## src/rtl/vec_norm_if.sv

```systemverilog
// vec_norm_if -- handshake bundle for the vec_norm Euclidean-length engine.
//
// Parameters
//   WIDTH  component width (signed Q<WIDTH>.0)
//   DIM    number of vector components
//
// Signals
//   sink_valid    producer -> engine   sink_vec holds a valid vector
//   sink_ready    engine   -> producer engine accepts a vector this cycle
//   sink_vec      producer -> engine   packed components, component i at [i*WIDTH +: WIDTH]
//   source_valid  engine   -> consumer source holds a valid result
//   source_ready  consumer -> engine   consumer takes the result this cycle
//   source        engine   -> consumer unsigned Euclidean length, OWIDTH bits
//
// Modports
//   master  drives the vector side and accepts results (testbench / upstream)
//   slave   the vec_norm engine itself
interface vec_norm_if #(
  parameter int WIDTH = 16,
  parameter int DIM   = 3
);

  // The sum of DIM squares needs 2*WIDTH-1 bits per term plus growth for the
  // additions; rounding that up to even lets the root be exactly half as wide.
  localparam int SWIDTH = 2 * WIDTH - 1 + $clog2(DIM);
  localparam int SW     = SWIDTH + (SWIDTH % 2);
  localparam int OWIDTH = SW / 2;

  logic                   sink_valid;
  logic                   sink_ready;
  logic [DIM*WIDTH-1:0]   sink_vec;
  logic                   source_valid;
  logic                   source_ready;
  logic [OWIDTH-1:0]      source;

  modport master (
    output sink_valid,
    output sink_vec,
    output source_ready,
    input  sink_ready,
    input  source_valid,
    input  source
  );

  modport slave (
    input  sink_valid,
    input  sink_vec,
    input  source_ready,
    output sink_ready,
    output source_valid,
    output source
  );

endinterface

```

## src/rtl/vec_norm.sv

```systemverilog
// vec_norm -- sequential Euclidean length of a signed integer vector.
//
// Accepts one vector of DIM signed components, accumulates the sum of squares
// one component per cycle, then extracts the integer square root one bit per
// cycle (restoring, MSB first). The result is either floor(sqrt(S)) or, with
// ROUND=1, sqrt rounded to nearest. Latency from acceptance to source_valid is
// a fixed DIM+OWIDTH cycles regardless of the data.
//
// Parameters
//   WIDTH  component width, signed Q<WIDTH>.0, WIDTH >= 2
//   DIM    number of components, DIM >= 1
//   ROUND  0 = floor of the root, 1 = root rounded to nearest integer
//
// Ports
//   clk    clock, rising edge
//   rst_n  asynchronous active-low reset
//   io     vec_norm_if.slave: sink_valid/sink_ready/sink_vec in,
//          source_valid/source_ready/source out (OWIDTH bits)
module vec_norm #(
  parameter int WIDTH = 16,
  parameter int DIM   = 3,
  parameter int ROUND = 0
) (
  input  logic        clk,
  input  logic        rst_n,
  vec_norm_if.slave   io
);

  localparam int SWIDTH = 2 * WIDTH - 1 + $clog2(DIM);
  localparam int SW     = SWIDTH + (SWIDTH % 2);
  localparam int OWIDTH = SW / 2;
  // The partial remainder never exceeds twice the partial root, so two extra
  // bits over the root width are enough to hold it between steps.
  localparam int RW     = OWIDTH + 2;
  // One counter walks the components in SQUARE and the root bits in ROOT.
  localparam int CMAX   = (DIM > OWIDTH) ? DIM : OWIDTH;
  localparam int CNTW   = $clog2(CMAX + 1);

  typedef enum logic [1:0] {
    IDLE,
    SQUARE,
    ROOT,
    DONE
  } state_t;

  state_t                state;
  logic                  sink_ready_q;
  logic                  source_valid_q;
  logic [OWIDTH-1:0]     source_q;
  logic [DIM*WIDTH-1:0]  vec_q;
  logic [SW-1:0]         acc;
  logic [RW-1:0]         rem;
  logic [OWIDTH-1:0]     root;
  logic [CNTW-1:0]       cnt;

  logic signed [2*WIDTH-1:0] comp_ext;
  logic [2*WIDTH-1:0]        sq;
  logic [RW+1:0]             rem_shift;
  logic [RW+1:0]             trial;
  logic [RW-1:0]             rem_next;
  logic [OWIDTH-1:0]         root_next;
  logic                      round_up;
  logic [OWIDTH-1:0]         result;
  logic                      last_comp;
  logic                      last_bit;

  // Square of the current component. The latched vector is shifted down one
  // component per SQUARE cycle, so the current one always sits in the low bits.
  // Sign-extending to 2*WIDTH first keeps (-2^(WIDTH-1))^2 exact.
  always_comb begin
    comp_ext = {{WIDTH{vec_q[WIDTH-1]}}, vec_q[WIDTH-1:0]};
    sq       = comp_ext * comp_ext;
  end

  // One restoring square-root step: bring down the next two radicand bits
  // (top of the accumulator, which shifts left by two each step) and try to
  // subtract 4*root+1. The subtraction result always fits back into RW bits.
  always_comb begin
    rem_shift = {rem, acc[SW-1 -: 2]};
    trial     = {2'b00, root, 2'b01};
    if (rem_shift >= trial) begin
      rem_next  = RW'(rem_shift - trial);
      root_next = {root[OWIDTH-2:0], 1'b1};
    end else begin
      rem_next  = RW'(rem_shift);
      root_next = {root[OWIDTH-2:0], 1'b0};
    end
  end

  // After the final step rem_next = S - r^2; the root rounds up exactly when
  // that remainder exceeds r, i.e. when S > (r + 0.5)^2.
  always_comb begin
    round_up = rem_next > {2'b00, root_next};
    result   = root_next;
    if (ROUND != 0 && round_up) begin
      result = root_next + OWIDTH'(1);
    end
  end

  always_comb begin
    last_comp = (cnt == CNTW'(DIM - 1));
    last_bit  = (cnt == CNTW'(OWIDTH - 1));
  end

  // Control and datapath state. sink_ready and source_valid are registered so
  // they drop with reset and sink_ready rises on the first edge after it.
  always_ff @(posedge clk or negedge rst_n) begin
    if (!rst_n) begin
      state          <= IDLE;
      sink_ready_q   <= 1'b0;
      source_valid_q <= 1'b0;
      source_q       <= '0;
      vec_q          <= '0;
      acc            <= '0;
      rem            <= '0;
      root           <= '0;
      cnt            <= '0;
    end else begin
      case (state)
        IDLE: begin
          if (sink_ready_q && io.sink_valid) begin
            vec_q        <= io.sink_vec;
            acc          <= '0;
            rem          <= '0;
            root         <= '0;
            cnt          <= '0;
            sink_ready_q <= 1'b0;
            state        <= SQUARE;
          end else begin
            sink_ready_q <= 1'b1;
          end
        end

        SQUARE: begin
          acc   <= acc + SW'(sq);
          vec_q <= vec_q >> WIDTH;
          if (last_comp) begin
            cnt   <= '0;
            state <= ROOT;
          end else begin
            cnt <= cnt + CNTW'(1);
          end
        end

        ROOT: begin
          acc  <= acc << 2;
          rem  <= rem_next;
          root <= root_next;
          if (last_bit) begin
            cnt            <= '0;
            source_q       <= result;
            source_valid_q <= 1'b1;
            state          <= DONE;
          end else begin
            cnt <= cnt + CNTW'(1);
          end
        end

        DONE: begin
          // source_q is left alone so the last result stays visible until the
          // next vector completes.
          if (io.source_ready) begin
            source_valid_q <= 1'b0;
            sink_ready_q   <= 1'b1;
            state          <= IDLE;
          end
        end

        default: begin
          state          <= IDLE;
          sink_ready_q   <= 1'b0;
          source_valid_q <= 1'b0;
        end
      endcase
    end
  end

  assign io.sink_ready   = sink_ready_q;
  assign io.source_valid = source_valid_q;
  assign io.source       = source_q;

endmodule

```

## src/flat_wrapper.sv

```systemverilog
// flat-port wrapper written by rule: the top's interface ports become plain ports
module vec_norm_flat 
#(
  parameter int WIDTH = 16,
  parameter int DIM   = 3,
  parameter int ROUND = 0
)
  (clk, rst_n, io_sink_valid, io_sink_vec, io_source_ready, io_sink_ready, io_source_valid, io_source);
  vec_norm_if #(.WIDTH(WIDTH), .DIM(DIM)) io_i ();
  input  logic clk;
  input  logic rst_n;
  input wire logic [$bits(io_i.sink_valid)-1:0] io_sink_valid;
  input wire logic [$bits(io_i.sink_vec)-1:0] io_sink_vec;
  input wire logic [$bits(io_i.source_ready)-1:0] io_source_ready;
  output wire logic [$bits(io_i.sink_ready)-1:0] io_sink_ready;
  output wire logic [$bits(io_i.source_valid)-1:0] io_source_valid;
  output wire logic [$bits(io_i.source)-1:0] io_source;
  assign io_i.sink_valid = io_sink_valid;
  assign io_i.sink_vec = io_sink_vec;
  assign io_i.source_ready = io_source_ready;
  assign io_sink_ready = io_i.sink_ready;
  assign io_source_valid = io_i.source_valid;
  assign io_source = io_i.source;
  vec_norm #(.WIDTH(WIDTH), .DIM(DIM), .ROUND(ROUND)) u_core (.clk(clk), .rst_n(rst_n), .io(io_i));
endmodule
```

## config.mk

```make
export PLATFORM = sky130hd
export DESIGN_NAME = vec_norm_flat
export DESIGN_NICKNAME = d
export VERILOG_FILES = /design/src/rtl/vec_norm_if.sv /design/src/rtl/vec_norm.sv /design/src/flat_wrapper.sv
export SDC_FILE = /design/constraint.sdc
export NUM_CORES = 1
export LEC_CHECK = 0
export ABC_AREA = 1
export CAP_MARGIN = 40
export CELL_PAD_IN_SITES_DETAIL_PLACEMENT = 1
export CELL_PAD_IN_SITES_GLOBAL_PLACEMENT = 1
export CORE_ASPECT_RATIO = 0.7
export CORE_UTILIZATION = 40
export CTS_CLUSTER_DIAMETER = 40
export DETAILED_ROUTE_END_ITERATION = 6
export GPL_TIMING_DRIVEN = 0
export PLACE_DENSITY = 0.75
export SETUP_SLACK_MARGIN = 0.02
export SLEW_MARGIN = 20
export SYNTH_ARGS = -nofsm -noshare
export SYNTH_HDL_FRONTEND = slang
export SYNTH_SLANG_ARGS = --single-unit
```

## constraint.sdc

```tcl
create_clock -name clk -period 9.51 [get_ports clk]
set_clock_uncertainty 0.1 [all_clocks]
set_input_delay 0.951 -clock clk [delete_from_list [all_inputs] [get_ports clk]]
set_output_delay 0.951 -clock clk [all_outputs]
set_load 0.005 [all_outputs]
```

Word-level counts from Yosys, hierarchy flattened
Index checks and enable logic that the tools add are counted.

Reduce and logical (&&, ||, !) cells: 14. Multiplexer cells: 25. Multipliers: 1. Equal/unequal tests: 9. $lt $le $gt $ge: 1. Add/sub/neg operators: 3.

Operator list (number): $pmux W34 S3 (1); $pmux W48 S2 (1); $mux W48 (1); $mux W19 (2); $pmux W19 S2 (1); $add A34 B32 Y34 (1); $mux W34 (1); $pmux W17 S2 (1); $mul A16 B16 Y32 (1); $ge A21 B19 Y1 (1); $sub A19 B19 Y19 (1); $mux W17 (1); $mux W5 (3); $pmux W5 S3 (1); $reduce_and A2 Y1 (5); $mux W2 (4); $pmux W2 S4 (1); $reduce_bool A2 Y1 (4); $ne A2 B1 Y1 const B (3); $add A5 B1 Y5 const B (1); $eq A5 B2 Y1 const B (1); $eq A5 B5 Y1 const B (1); $mux W1 (5); $eq A2 B2 Y1 const B (2); other kinds (8) (9).

Input bits: 52. Word-level logic and storage cells: 62. Bits in registers: 144. Output and inout port bits: 19.

Logic depth before layout (Yosys ltp)
Depth after elaboration: 3. Mapped depth: 42. Mapped depth without buffers: 40.

Least setup slack after synthesis
OpenSTA, ideal clock, no wires.

Path type: register to register. From: reg u_core.vec_q[4]. To: reg u_core.acc[31]. Buffers on the path: 2. Slack: 2.500 ns. Data required time: 9.293 ns. Setup time: 0.117 ns. Arrival time: 6.792 ns. Period minus slack after synthesis: 7.010 ns. Stages on the path, launching flop included: 33. Path through: dfrtp_1 clkbuf_1 clkbuf_1 nand2_1 fa_1 fa_1 fa_1 inv_1 fa_1 fa_1 inv_1 fa_1 inv_1 ha_1 a21oi_1 a21boi_0 nand2_1 a31oi_1 o21bai_1 xor2_1 ha_1 nand2_1 inv_1 a21oi_1 inv_1 nand2_1 nand2_1 a21oi_1 nand3_1 nand3_1 nand2_1 nand2_1 nand2_1.

Cells in the longest elaborated chain, start to end: 3.

RTL lines: from (decl) (RTL line vec_norm.sv:50) `logic [DIM*WIDTH-1:0] vec_q;`; from (signal assigned) (RTL line vec_norm.sv:122) `vec_q <= io.sink_vec;`; from (signal assigned) (RTL line vec_norm.sv:136) `vec_q <= vec_q >> WIDTH;`; $mul A16 B16 Y32 (RTL line vec_norm.sv:72) `sq = comp_ext * comp_ext;`; $add A34 B32 Y34 (RTL line vec_norm.sv:135) `acc <= acc + SW'(sq);`; $pmux W34 S3 (RTL line vec_norm.sv:119) `case (state)`; to (signal assigned) (RTL line vec_norm.sv:135); to (signal assigned) (RTL line vec_norm.sv:146) `acc <= acc << 2;`; to (decl) (RTL line vec_norm.sv:51) `logic [SW-1:0] acc;`.

Every way passes these cells. A chain may end at the register's enable or synchronous reset.

Worst setup path after layout
From: reg u_core.vec_q[10]. To: reg u_core.acc[26].

Same word-level chain as after synthesis.

==> impl_metrics.prom <==
# TYPE chip_impl_metric gauge
chip_impl_info{name="outcome",value="finished clean"} 1
chip_impl_info{name="most_common_flop_cell_mapped_by_yosys",value="dfrtp_1"} 1
chip_impl_metric{name="routed-via-count",unit=""} 17000
chip_impl_metric{name="max_cap_viol_count",unit=""} 0
chip_impl_metric{name="synthesis.instances",unit=""} 2543
chip_impl_metric{name="rr_worst_depth",unit=""} 33
chip_impl_metric{name="postSynthRegisterBits",unit=""} 144
chip_impl_metric{name="grt_start_max_net_pins",unit=""} 88
chip_impl_metric{name="cts.sink_count",unit=""} 144
chip_impl_metric{name="fin_setup_tns",unit="ns"} 0
chip_impl_metric{name="synth_edf_count",unit=""} 0
chip_impl_metric{name="gp_congestion",unit=""} 0.989
chip_impl_metric{name="timing.final.hold_violations",unit=""} 0
chip_impl_info{name="cts.root.buffer_cell",value="clkbuf_16"} 1
chip_impl_metric{name="synth.distinct_cells",unit=""} 51
chip_impl_metric{name="floorplan.die_area",unit="mm^2"} 0.0486
chip_impl_metric{name="maxSlewHeadroom",unit="%"} 44.0
chip_impl_metric{name="core_region_area",unit="mm^2"} 0.0467
chip_impl_metric{name="finalWorstPathRequiredPeriod",unit="ns"} 9.07
chip_impl_metric{name="synth.net_count",unit=""} 2979
chip_impl_metric{name="setup_viol",unit=""} 0
chip_impl_metric{name="cpPeakStageDelay",unit="ns"} 0.68
chip_impl_metric{name="tightest_slew",unit="ns"} 0.840
chip_impl_metric{name="placed_area",unit="mm^2"} 0.0206
chip_impl_metric{name="timing.critical_path.required",unit="ns"} 9.75
chip_impl_metric{name="std_cell_rows",unit=""} 66
chip_impl_metric{name="timing.fmax",unit="MHz"} 110
chip_impl_metric{name="cts_htree_levels",unit=""} 4
chip_impl_metric{name="fin_nets",unit=""} 3074
chip_impl_metric{name="synth.top_cell.area_share",unit="%"} 24.8
chip_impl_metric{name="ios",unit=""} 71
chip_impl_metric{name="place_ws",unit="ns"} 0.403
chip_impl_info{name="type_of_the_worst_setup_path",value="reg -> reg"} 1
chip_impl_metric{name="via_per_inst",unit=""} 5.20
chip_impl_metric{name="antenna-diode-count",unit=""} 0
chip_impl_info{name="cp-end-kind",value="flop"} 1
chip_impl_metric{name="drt_wl_total",unit="mm"} 61.9
chip_impl_metric{name="overflow",unit=""} 0
chip_impl_metric{name="clkLatencyLatePin",unit="ns"} 0.46
chip_impl_metric{name="filler_cell_count",unit=""} 5875
chip_impl_metric{name="drive_gt1_share",unit="%"} 3.47
chip_impl_metric{name="global_route.usage.total",unit="%"} 26.4
chip_impl_metric{name="postRouteAntennaNets",unit=""} 0
chip_impl_metric{name="stdcell_area",unit="mm^2"} 0.0212
chip_impl_metric{name="synth-async-reset-ratio",unit="%"} 100
chip_impl_metric{name="postCtsHoldBufs",unit=""} 0
chip_impl_metric{name="chipHeight",unit="um"} 185
chip_impl_metric{name="timing.critical_path.fanout_max",unit=""} 10
chip_impl_metric{name="syn_area",unit="mm^2"} 0.0191
chip_impl_info{name="min_path_type",value="in -> async"} 1
chip_impl_metric{name="layout_setup_ws",unit="ns"} 0.437
chip_impl_info{name="rsz0062_at_grt",value="no"} 1
chip_impl_metric{name="seq_area_frac_synth",unit="%"} 18.9
chip_impl_metric{name="ys.warnings.count",unit=""} 0
chip_impl_metric{name="drv_slew",unit=""} 0
chip_impl_metric{name="place_hpwl",unit="mm"} 52.3
chip_impl_info{name="synth.area.top_cells",value="fa_1 (25%), dfrtp_1 (19%), nand2_1 (13%), inv_1 (11%), ha_1 (9.7%)"} 1
chip_impl_metric{name="start_util",unit="%"} 40.8
chip_impl_info{name="synthDominantAreaCellType",value="fa_1"} 1
chip_impl_metric{name="port-buffer-count",unit=""} 70
chip_impl_metric{name="grt_pass1_wl",unit="mm"} 99.6
chip_impl_info{name="setup.worst_path.start_class",value="flop"} 1
chip_impl_info{name="critPathSlowestCell",value="clkbuf_1"} 1
chip_impl_metric{name="drt_pre_antenna_iters",unit=""} 5
chip_impl_metric{name="cts_buffer_depth",unit=""} 2
chip_impl_metric{name="cts_buffers",unit=""} 17
chip_impl_metric{name="grt_pass1_vias",unit=""} 17900
chip_impl_metric{name="period_share",unit="%"} 95.4
chip_impl_metric{name="antenna_found_initial",unit=""} 0
chip_impl_metric{name="syn_area_per_cell",unit="um^2"} 7.50
chip_impl_metric{name="post_drt_wl_per_cell",unit="um"} 19.0
chip_impl_info{name="cpMostUsedCell",value="nand2_1"} 1
chip_impl_info{name="cts_tree",value="yes"} 1
chip_impl_metric{name="syn_to_final_growth",unit="%"} 11.3
chip_impl_metric{name="die_x",unit="um"} 263
chip_impl_metric{name="dr.first_iter.drc_count",unit=""} 1001
chip_impl_metric{name="critical_path_arrival",unit="ns"} 9.32
chip_impl_metric{name="clock_pin_slew_worst_setup_and_hold_paths",unit="ns"} 0.07
chip_impl_metric{name="drc",unit=""} 0
-- synthesized netlist by cell type (all sizes together), types with 2 or more instances --
cell type and n:
a21oi 100, clkbuf 61, a22oi 4, o21bai 11, o21ai 117, dfrtp 144, nand4 22, nand2 673
xnor2 31, o31ai 2, o22ai 26, a21o 4, a21boi 8, ha 148, a31o 3, buf 15
a31oi 37, nor4 7, xor2 30, or2 6, clkinv 2, nand3 93, nor3 16, nor2 151
inv 582, nand3b 7, fa 236
-- per-layer routing --
layer  up-vias  global-route usage [%]  wire length, um
met1      8649                    40.8            31800
met2       353                    40.3            26600
met4         0                    3.30              442
met3        34                    2.87             3050
met5         -                       0                0
li1       7928                       -                -
-- cell usage in the layout (no fill, tap or decap), types with 6 or more instances in the layout --
master,count
nand2_1,672
inv_1,578
fa_1,236
ha_1,148
dfrtp_1,144
nor2_1,139
o21ai_0,100
a21oi_1,98
nand3_1,92
clkdlybuf4s50_1,69
clkbuf_1,56
a31oi_1,37
xnor2_1,31
xor2_1,30
o22ai_1,26
nand4_1,20
clkbuf_16,17
nor3_1,16
o21bai_1,11
nor2_2,10
o21ai_2,9
o21ai_1,8
buf_1,7
nor4_1,7
buf_6,7
a21boi_0,6
or2_2,6
nand3b_1,6
-- timing repair --
action / CTS / global route
setup buffers: 0 / 0
resized for setup: 0 / 7
endpoints found under the setup margin: 0 / 5
-- kinds of logic (layout without fill, tap and decap cells) --
family	count (synthesis)	in the layout	synth area share, %
simple gates	977	977	21.0
compound gates	316	316	9.48
xor+xnor	61	61	2.80
flops	144	144	18.9
buf+inv	661	768	13.3
fa+ha+maj	384	384	34.5
-- final cells by class --
type	instances	area, um^2	area share [%]
clock buffer	17	425	2.00
multi-input combinational	1738	12900	60.9
clock inverter	14	176	0.831
timing repair buffer	76	782	3.68
inverter	584	2190	10.3
tap	612	766	3.61
sequential	144	3600	17.0
buffer	77	353	1.66
-- worst max-delay path: cells and delay by family (launching register included) --
family	cells	cell delay, ns
and+or+nand+nor	17	2.75
adders and majority gates	8	3.98
AOI/OAI and AO/OA	1	0.13
buffers and inverters	6	1.46
xor gates and xnor gates	1	0.17
DFF	1	0.32
-- path summary, 6_finish.rpt --
check	startpoint	end	slack [ns]
worst max-delay path	u_core.vec_q[10]$_DFFE_PN0P_	u_core.acc[26]$_DFFE_PN0P_	0.44
worst min-delay path	rst_n	u_core.root[9]$_DFFE_PN0P_	0.31
worst max register to register	u_core.vec_q[10]$_DFFE_PN0P_	u_core.acc[26]$_DFFE_PN0P_	0.44
worst min register to register	u_core.io.source[3]$_DFFE_PN0P_	u_core.io.source[3]$_DFFE_PN0P_	0.38
max in group asynchronous	rst_n	u_core.acc[18]$_DFFE_PN0P_	8.19
min in group clk	u_core.io.source[3]$_DFFE_PN0P_	u_core.io.source[3]$_DFFE_PN0P_	0.38
-- registers in the layout (all words and copies together) (netlist names) --
signal and cells:
u_core.vec_q 48, u_core.acc 34, u_core.rem 19, u_core.io.source 17, u_core.root 17, u_core.cnt 5, u_core.state 2, u_core.io.sink_ready 1
u_core.io.source_valid 1
-- stage by stage --
step / cells / utilization (%) / hold WS (ns)
after global placement: 3225 / 43.9 / 0.369
after global routing: 3262 / 45.4 / 0.336
final: 3262 / 45.4 / 0.307
after detailed placement: 3227 / 44.0 / 0.374
after floorplan: 2543 / - / 0.371
after CTS: 3258 / 45.3 / 0.314
Power is left out: the tool's default activity adds up to more than one toggle a clock period on the data nets, which glitch-free logic cannot reach.
==> patch 1, RTL diff (config.mk and constraints unchanged) <==
`ROUND` is set to 0 in 2 places; all go to 1. Comments in the files are not updated.
--- a/src/rtl/vec_norm.sv
+++ b/src/rtl/vec_norm.sv
@@ -19,7 +19,7 @@
 module vec_norm #(
   parameter int WIDTH = 16,
   parameter int DIM   = 3,
-  parameter int ROUND = 0
+  parameter int ROUND = 1
 ) (
   input  logic        clk,
   input  logic        rst_n,
--- a/src/flat_wrapper.sv
+++ b/src/flat_wrapper.sv
@@ -3,7 +3,7 @@
 #(
   parameter int WIDTH = 16,
   parameter int DIM   = 3,
-  parameter int ROUND = 0
+  parameter int ROUND = 1
 )
   (clk, rst_n, io_sink_valid, io_sink_vec, io_source_ready, io_sink_ready, io_source_valid, io_source);
   vec_norm_if #(.WIDTH(WIDTH), .DIM(DIM)) io_i ();
Formal check against the unedited RTL: no difference found for any inputs over 10 cycles, from zero or initial values and one cycle with rst_n low; that may be too few to reach the edited logic, so the function may still have changed.
==> patch 1 against the unedited design <==
Sequential cell count unchanged. Worst setup slack improved by 69 ps. Routed wire length up 6.8%. Critical endpoint is now u_core.acc[32]$_DFFE_PN0P_. Design area rose by 3.3%. Sequential share of layout area shrank 0.54 points. First-iteration DRC count grew 23%. Fmax grew 0.76%. Core utilization is essentially flat. Area after synthesis is 3.4% higher.
Power is not shown: default switching activity piles up to over one toggle a cycle in this logic, so the estimate is an artifact.
==> patch 1: results (changes against the unedited design) <==
The unique cell type count in the Yosys netlist was 56 (+9.8%). The count of buffers added by post-CTS timing repair for setup is 0 (unchanged), and the number of filler instances in the final layout is 6,187 (+5.3%). The worst path arrival time is 9250 ps (-70 ps), and the number of synthesis warnings is 0 (unchanged). The routability-driven placement congestion ratio was 0.9395 (-5.0%); the count of buffers inserted at the top-level ports was 70 (unchanged).

The clock root buffer was sky130_fd_sc_hd__clkbuf_16. The tools report the flop-to-flop setup slack as 510 ps (+70 ps). The net count reported at finish came out at 3,188 (+3.7%). The half-perimeter wire length after placement was 55.81 mm (+6.7%); the H-tree depth was 4 (unchanged).

The total wirelength of the detailed-routed design is 66.06 mm (+6.8%), and the share of async-settable or async-resettable flops after synthesis is 100.0% (unchanged). In this run the critical register-to-register path is launched from u_core.vec_q[3]$_DFFE_PN0P_. The run gives 3,095 (+3.9%) as the synthesized net count. Number of buffers added by the clock tree synthesis step: 17 (unchanged).

Top cell family by delay on the critical path: adder cells. The maximum number of pins on one net before global-route repair is 95 (+8.0%), and the biggest cell delay along the critical path is 750 ps (+70 ps). The number of antenna violations at the first check in global routing was 1 (+1); the tightest slew margin relative to the limit was 43.35% (-0.63 points).

Share of cells above drive strength 1: 3.929% (+0.46 points). Of all cell types, the one taking the most synthesized area is sky130_fd_sc_hd__fa_1. The tools report the starting DRC count in detailed routing as 1,234 (+23%). The highest net fanout along the worst path is 10 (unchanged). The length in cells of the worst reg-to-reg path works out to 34 (+3.0%). The clock reaches the later pin of the worst-skew pair after 450 ps. Among all flip-flop cells after synthesis, the most frequent one is sky130_fd_sc_hd__dfrtp_1. The min-delay analysis places its worst path in the category input port to async pin. The post-CTS clock slew at the launch and capture registers of the worst setup and hold paths is 70 ps (about the same). Sorting the synthesized cells by area gives the leading types as sky130_fd_sc_hd__fa_1, sky130_fd_sc_hd__dfrtp_1, sky130_fd_sc_hd__nand2_1. The tools report the maximum clock path buffer count as 2 (unchanged).

For this design, the slowest cell found on the critical path is sky130_fd_sc_hd__dfrtp_1. Global-route wire length before repair: 103.9 mm (+4.4%). By count the netlist is led by sky130_fd_sc_hd__nand2_1, sky130_fd_sc_hd__inv_1, sky130_fd_sc_hd__fa_1. For the combined global-route utilization of all metal layers, the log shows 27.03% (+0.65 points). The logs give 5 (unchanged) for the first-pass iteration count of the detailed router and 18,520 (+3.3%) for the via count of the first global-routing pass. The largest registers in the layout are u_core.vec_q x48, u_core.acc x34, u_core.rem x19. The count of vias placed by the detailed router is 17,730 (+4.5%), and the sequential area share after synthesis is 18.26% (-0.63 points).

The tools report the capture instance of the worst register-to-register path as u_core.acc[32]$_DFFE_PN0P_. The run finished with clean final reports.
## patch 1: layout make-up
| cell class | count | area, um^2 | share of cell area [%] |
|---|---|---|---|
| repair buffers | 77 | 797.0 | 3.633 |
| flip-flops and latches | 144 | 3605 | 16.43 |
| well taps | 655 | 819.5 | 3.736 |
| inverters | 596 | 2240 | 10.21 |
| plain buffers | 76 | 337.8 | 1.540 |
| clock buffers | 17 | 425.4 | 1.939 |
| multi-input cells | 1824 | 13560 | 61.81 |
| clock inverters | 15 | 148.9 | 0.6787 |
| diodes | 2 | 5.005 | 0.02281 |
## patch 1: repair_timing
item                                   in CTS  in global routing
endpoints found under the hold margin       0                  0
setup endpoints to repair                   1                 14
hold buffers                                0                  0
cloned                                      0                  0
pin swaps                                   0                  0
resized for setup                           3                 19
## patch 1: metrics by stage
stage	util, %	worst slack (ps)	cell area, um^2	std cells	hold slack [ps]
2_1_floorplan	-	2301	19730	2643	369.4
3_3_place_gp	44.01	155.9	21250	3368	364.9
3_5_place_dp	44.13	23.62	21310	3372	364.6
4_1_cts	45.33	195.9	21890	3404	305.0
5_1_grt	45.42	110.4	21930	3404	318.3
6_report	45.43	505.8	21940	3406	290.2
## patch 1: layer usage
layer	part of all wire, %	global-route usage [%]
met5	0	0
met4	0.92	4.088
met3	8.1	5.345
met2	41	38.26
met1	50	42.63
## patch 1: kinds of logic after synthesis
logic type	after synthesis	share of synthesized area, %
AO/OA/AOI/OAI	368	10.45
adder cells (fa/ha/maj)	400	34.31
flip-flops	144	18.26
buffers and inverters	675	13.04
XOR/XNOR	73	3.241
AND/OR/NAND/NOR	983	20.70
## patch 1: how the worst max path moves through the flow
stage	start	slack (ps)	cells after the start	end
2_1_floorplan	u_core.vec_q[1]$_DFFE_PN0P_	2300	35	u_core.acc[32]$_DFFE_PN0P_
3_3_place_gp	u_core.vec_q[6]$_DFFE_PN0P_	160	33	u_core.acc[32]$_DFFE_PN0P_
3_5_place_dp	u_core.vec_q[1]$_DFFE_PN0P_	20	35	u_core.acc[32]$_DFFE_PN0P_
4_1_cts	u_core.vec_q[8]$_DFFE_PN0P_	200	35	u_core.acc[32]$_DFFE_PN0P_
5_1_grt	u_core.vec_q[13]$_DFFE_PN0P_	110	35	u_core.acc[31]$_DFFE_PN0P_
6_report	u_core.vec_q[3]$_DFFE_PN0P_	510	34	u_core.acc[32]$_DFFE_PN0P_
## patch 1: worst register-to-register path, delay by kind of cell, from the launching register on
kind / cells / cell delay [ps]
AOI/OAI and AO/OA: 6 / 920
xor gates and xnor gates: 1 / 270
DFF: 1 / 750
and+or+nand+nor: 13 / 1840
buffers and inverters: 6 / 1270
adders and majority gates: 8 / 3750
==> patch 2, RTL diff (same flow settings) <==
Without the edit above. Re-encode `state_t` (4 states) as one-hot, 4 bits wide.
--- a/src/rtl/vec_norm.sv
+++ b/src/rtl/vec_norm.sv
@@ -36,11 +36,11 @@
   localparam int CMAX   = (DIM > OWIDTH) ? DIM : OWIDTH;
   localparam int CNTW   = $clog2(CMAX + 1);
 
-  typedef enum logic [1:0] {
-    IDLE,
-    SQUARE,
-    ROOT,
-    DONE
+  typedef enum logic [3:0] {
+    IDLE   = 4'b0001,
+    SQUARE = 4'b0010,
+    ROOT   = 4'b0100,
+    DONE   = 4'b1000
   } state_t;
 
   state_t                state;
Function: same outputs for any inputs over 10 cycles, from zero or initial values and one cycle with rst_n low; not proved beyond that.
==> patch 2 against the unedited design <==
Design area is 0.28% lower. Sequential cell count is 2 higher. Area after synthesis is 0.14% lower. Die area is 0.14% lower. Via count is 1.0% higher. Routed wire length is 5.4% higher. Worst setup slack better by 16 ps. Largest cell class unchanged.
Power is not shown: default switching activity piles up to over one toggle a cycle in this logic, so the estimate is an artifact.
==> patch 2: results (changes against the unedited design) <==
The commonest cells after synthesis are sky130_fd_sc_hd__nand2_1, sky130_fd_sc_hd__inv_1, sky130_fd_sc_hd__fa_1. The logs give 459.4 ps (+56.11 ps) for the pre-CTS setup slack and 3 (+3) for the number of antenna violations at the first check in global routing. The flop-to-flop setup slack is 450 ps (+20 ps), and the starting DRC count in detailed routing is 1,041 (+4.0%). The run gives 3,076 (+0.065%) as the net count reported at finish. The tree is rooted in a sky130_fd_sc_hd__clkbuf_16. The flow ran to the end, and the final reports show no timing, DRC or antenna violations.

The routed length per instance was 19.94 um (+5.2%). Yosys attributes the largest share of cell area to sky130_fd_sc_hd__fa_1, sky130_fd_sc_hd__dfrtp_1, sky130_fd_sc_hd__nand2_1. The placement-stage cell area is 20,550 um^2 (-0.16%).

The instance count after placement with tap cells included is 3,235 (+0.25%), and the half-perimeter wire length after placement is 54.88 mm (+5.0%). The share of cells above drive strength 1 was 2.672% (-0.80 points); the length in cells of the worst reg-to-reg path was 30 (-9.1%). The number of vias per cell after detailed routing works out to 5.241 (+0.77%).

The logs give 17 (unchanged) for the number of buffers added by the clock tree synthesis step and 27.67% (+1.3 points) for the combined global-route utilization of all metal layers. The met1 global-route usage came out at 42.18% (+1.4 points). The logs give 65.22 mm (+5.4%) for the total wirelength of the detailed-routed design and 81 (-8.0%) for the maximum number of pins on one net before global-route repair. The routability-driven placement congestion ratio was 0.9740 (-1.5%).

The tools report the synthesized net count as 2,984 (+0.17%). The tools report the sequential area share after synthesis as 19.19% (+0.30 points). The logs give 360.3 ps (+53.47 ps) for the worst slack on hold paths and 41.12% (-2.9 points) for the tightest slew margin relative to the limit.

After clock tree synthesis, the clock-pin slew on the worst setup and hold paths is 80 ps. The worst-skew pair later-pin latency is 450 ps. The unique cell type count in the Yosys netlist came out at 45 (-12%).

The via count of the first global-routing pass came out at 17,910 (-0.067%). The capture instance of the worst register-to-register path was u_core.acc[32]$_DFFE_PN0P_. The primary flip-flop cell chosen by synthesis mapping was sky130_fd_sc_hd__dfrtp_1.

In this run the worst hold path is classified as input port to async pin. The met3 usage is 5.451% (+2.6 points). For the H-tree depth, the log shows 4 (unchanged). The global-route wire length before repair was 103.1 mm (+3.5%); the biggest cell delay along the critical path was 730 ps (+50 ps).

Highest net fanout along the worst path: 10 (unchanged). The synthesized area per cell was 7.464 um^2 (-0.49%). The startpoint identified for the worst register-to-register timing path is u_core.vec_q[6]$_DFFE_PN0P_. The tools report the global routing met2 resource utilization as 40.70% (+0.36 points).
## patch 2: changes by cell type after synthesis, moves of 16 or more
| cell | unedited run | this run |
|---|---|---|
| sky130_fd_sc_hd__nor2_1 | 139 | 169 |
| sky130_fd_sc_hd__nand2_1 | 672 | 632 |
| sky130_fd_sc_hd__nor3_1 | 16 | 36 |
| sky130_fd_sc_hd__nand3_1 | 92 | 133 |
| sky130_fd_sc_hd__a31oi_1 | 37 | 16 |
| sky130_fd_sc_hd__a211oi_1 | 0 | 16 |
## patch 2: worst max path at each step
stage	endpoint	cells past startpoint	slack, ps	start
after floorplan	u_core.acc[30]$_DFFE_PN0P_	31	2630	u_core.vec_q[1]$_DFFE_PN0P_
after global placement	u_core.acc[28]$_DFFE_PN0P_	29	640	u_core.vec_q[4]$_DFFE_PN0P_
after detailed placement	u_core.acc[32]$_DFFE_PN0P_	27	460	u_core.vec_q[4]$_DFFE_PN0P_
after CTS	u_core.acc[32]$_DFFE_PN0P_	27	430	u_core.vec_q[4]$_DFFE_PN0P_
after global routing	u_core.acc[32]$_DFFE_PN0P_	31	40	u_core.vec_q[8]$_DFFE_PN0P_
final	u_core.acc[32]$_DFFE_PN0P_	30	450	u_core.vec_q[6]$_DFFE_PN0P_
## patch 2: cell families (layout without fill, tap and decap cells)
logic type,Yosys count,count (layout),share of synthesized area (%)
buffers and inverters,650,755,13.03
AOI/OAI and AO/OA,296,296,8.763
xor gates and xnor gates,53,53,2.437
DFF,146,146,19.19
other,0,2,0
adders and majority gates,380,380,34.26
and+or+nand+nor,1027,1027,22.33
## patch 2: metal layers
| metal | wire length [um] | up-vias | part of all wire (%) |
|---|---|---|---|
| met4 | 631 | 0 | 0.97 |
| li1 | - | 7999 | - |
| met2 | 27400 | 450 | 42 |
| met1 | 32800 | 8653 | 50 |
| met5 | 0 | - | 0 |
| met3 | 4394 | 40 | 6.7 |
## patch 2: cell type report
type,count,area [um^2]
well taps,612,765.7
fillers,5885,25570
repair buffers,73,755.7
inverters,578,2170
flip-flops and latches,146,3655
clock buffers,17,425.4
clock inverters,15,165.2
multi-input cells,1756,12910
diodes,2,5.005
plain buffers,72,315.3
## patch 2: worst reg2reg max path: cells and delay by family (launching register included)
family                     cells  cell delay, ps
and+or+nand+nor               14            2130
buffers and inverters          5            1500
adders and majority gates      8            3990
AOI/OAI and AO/OA              3             820
DFF                            1             410
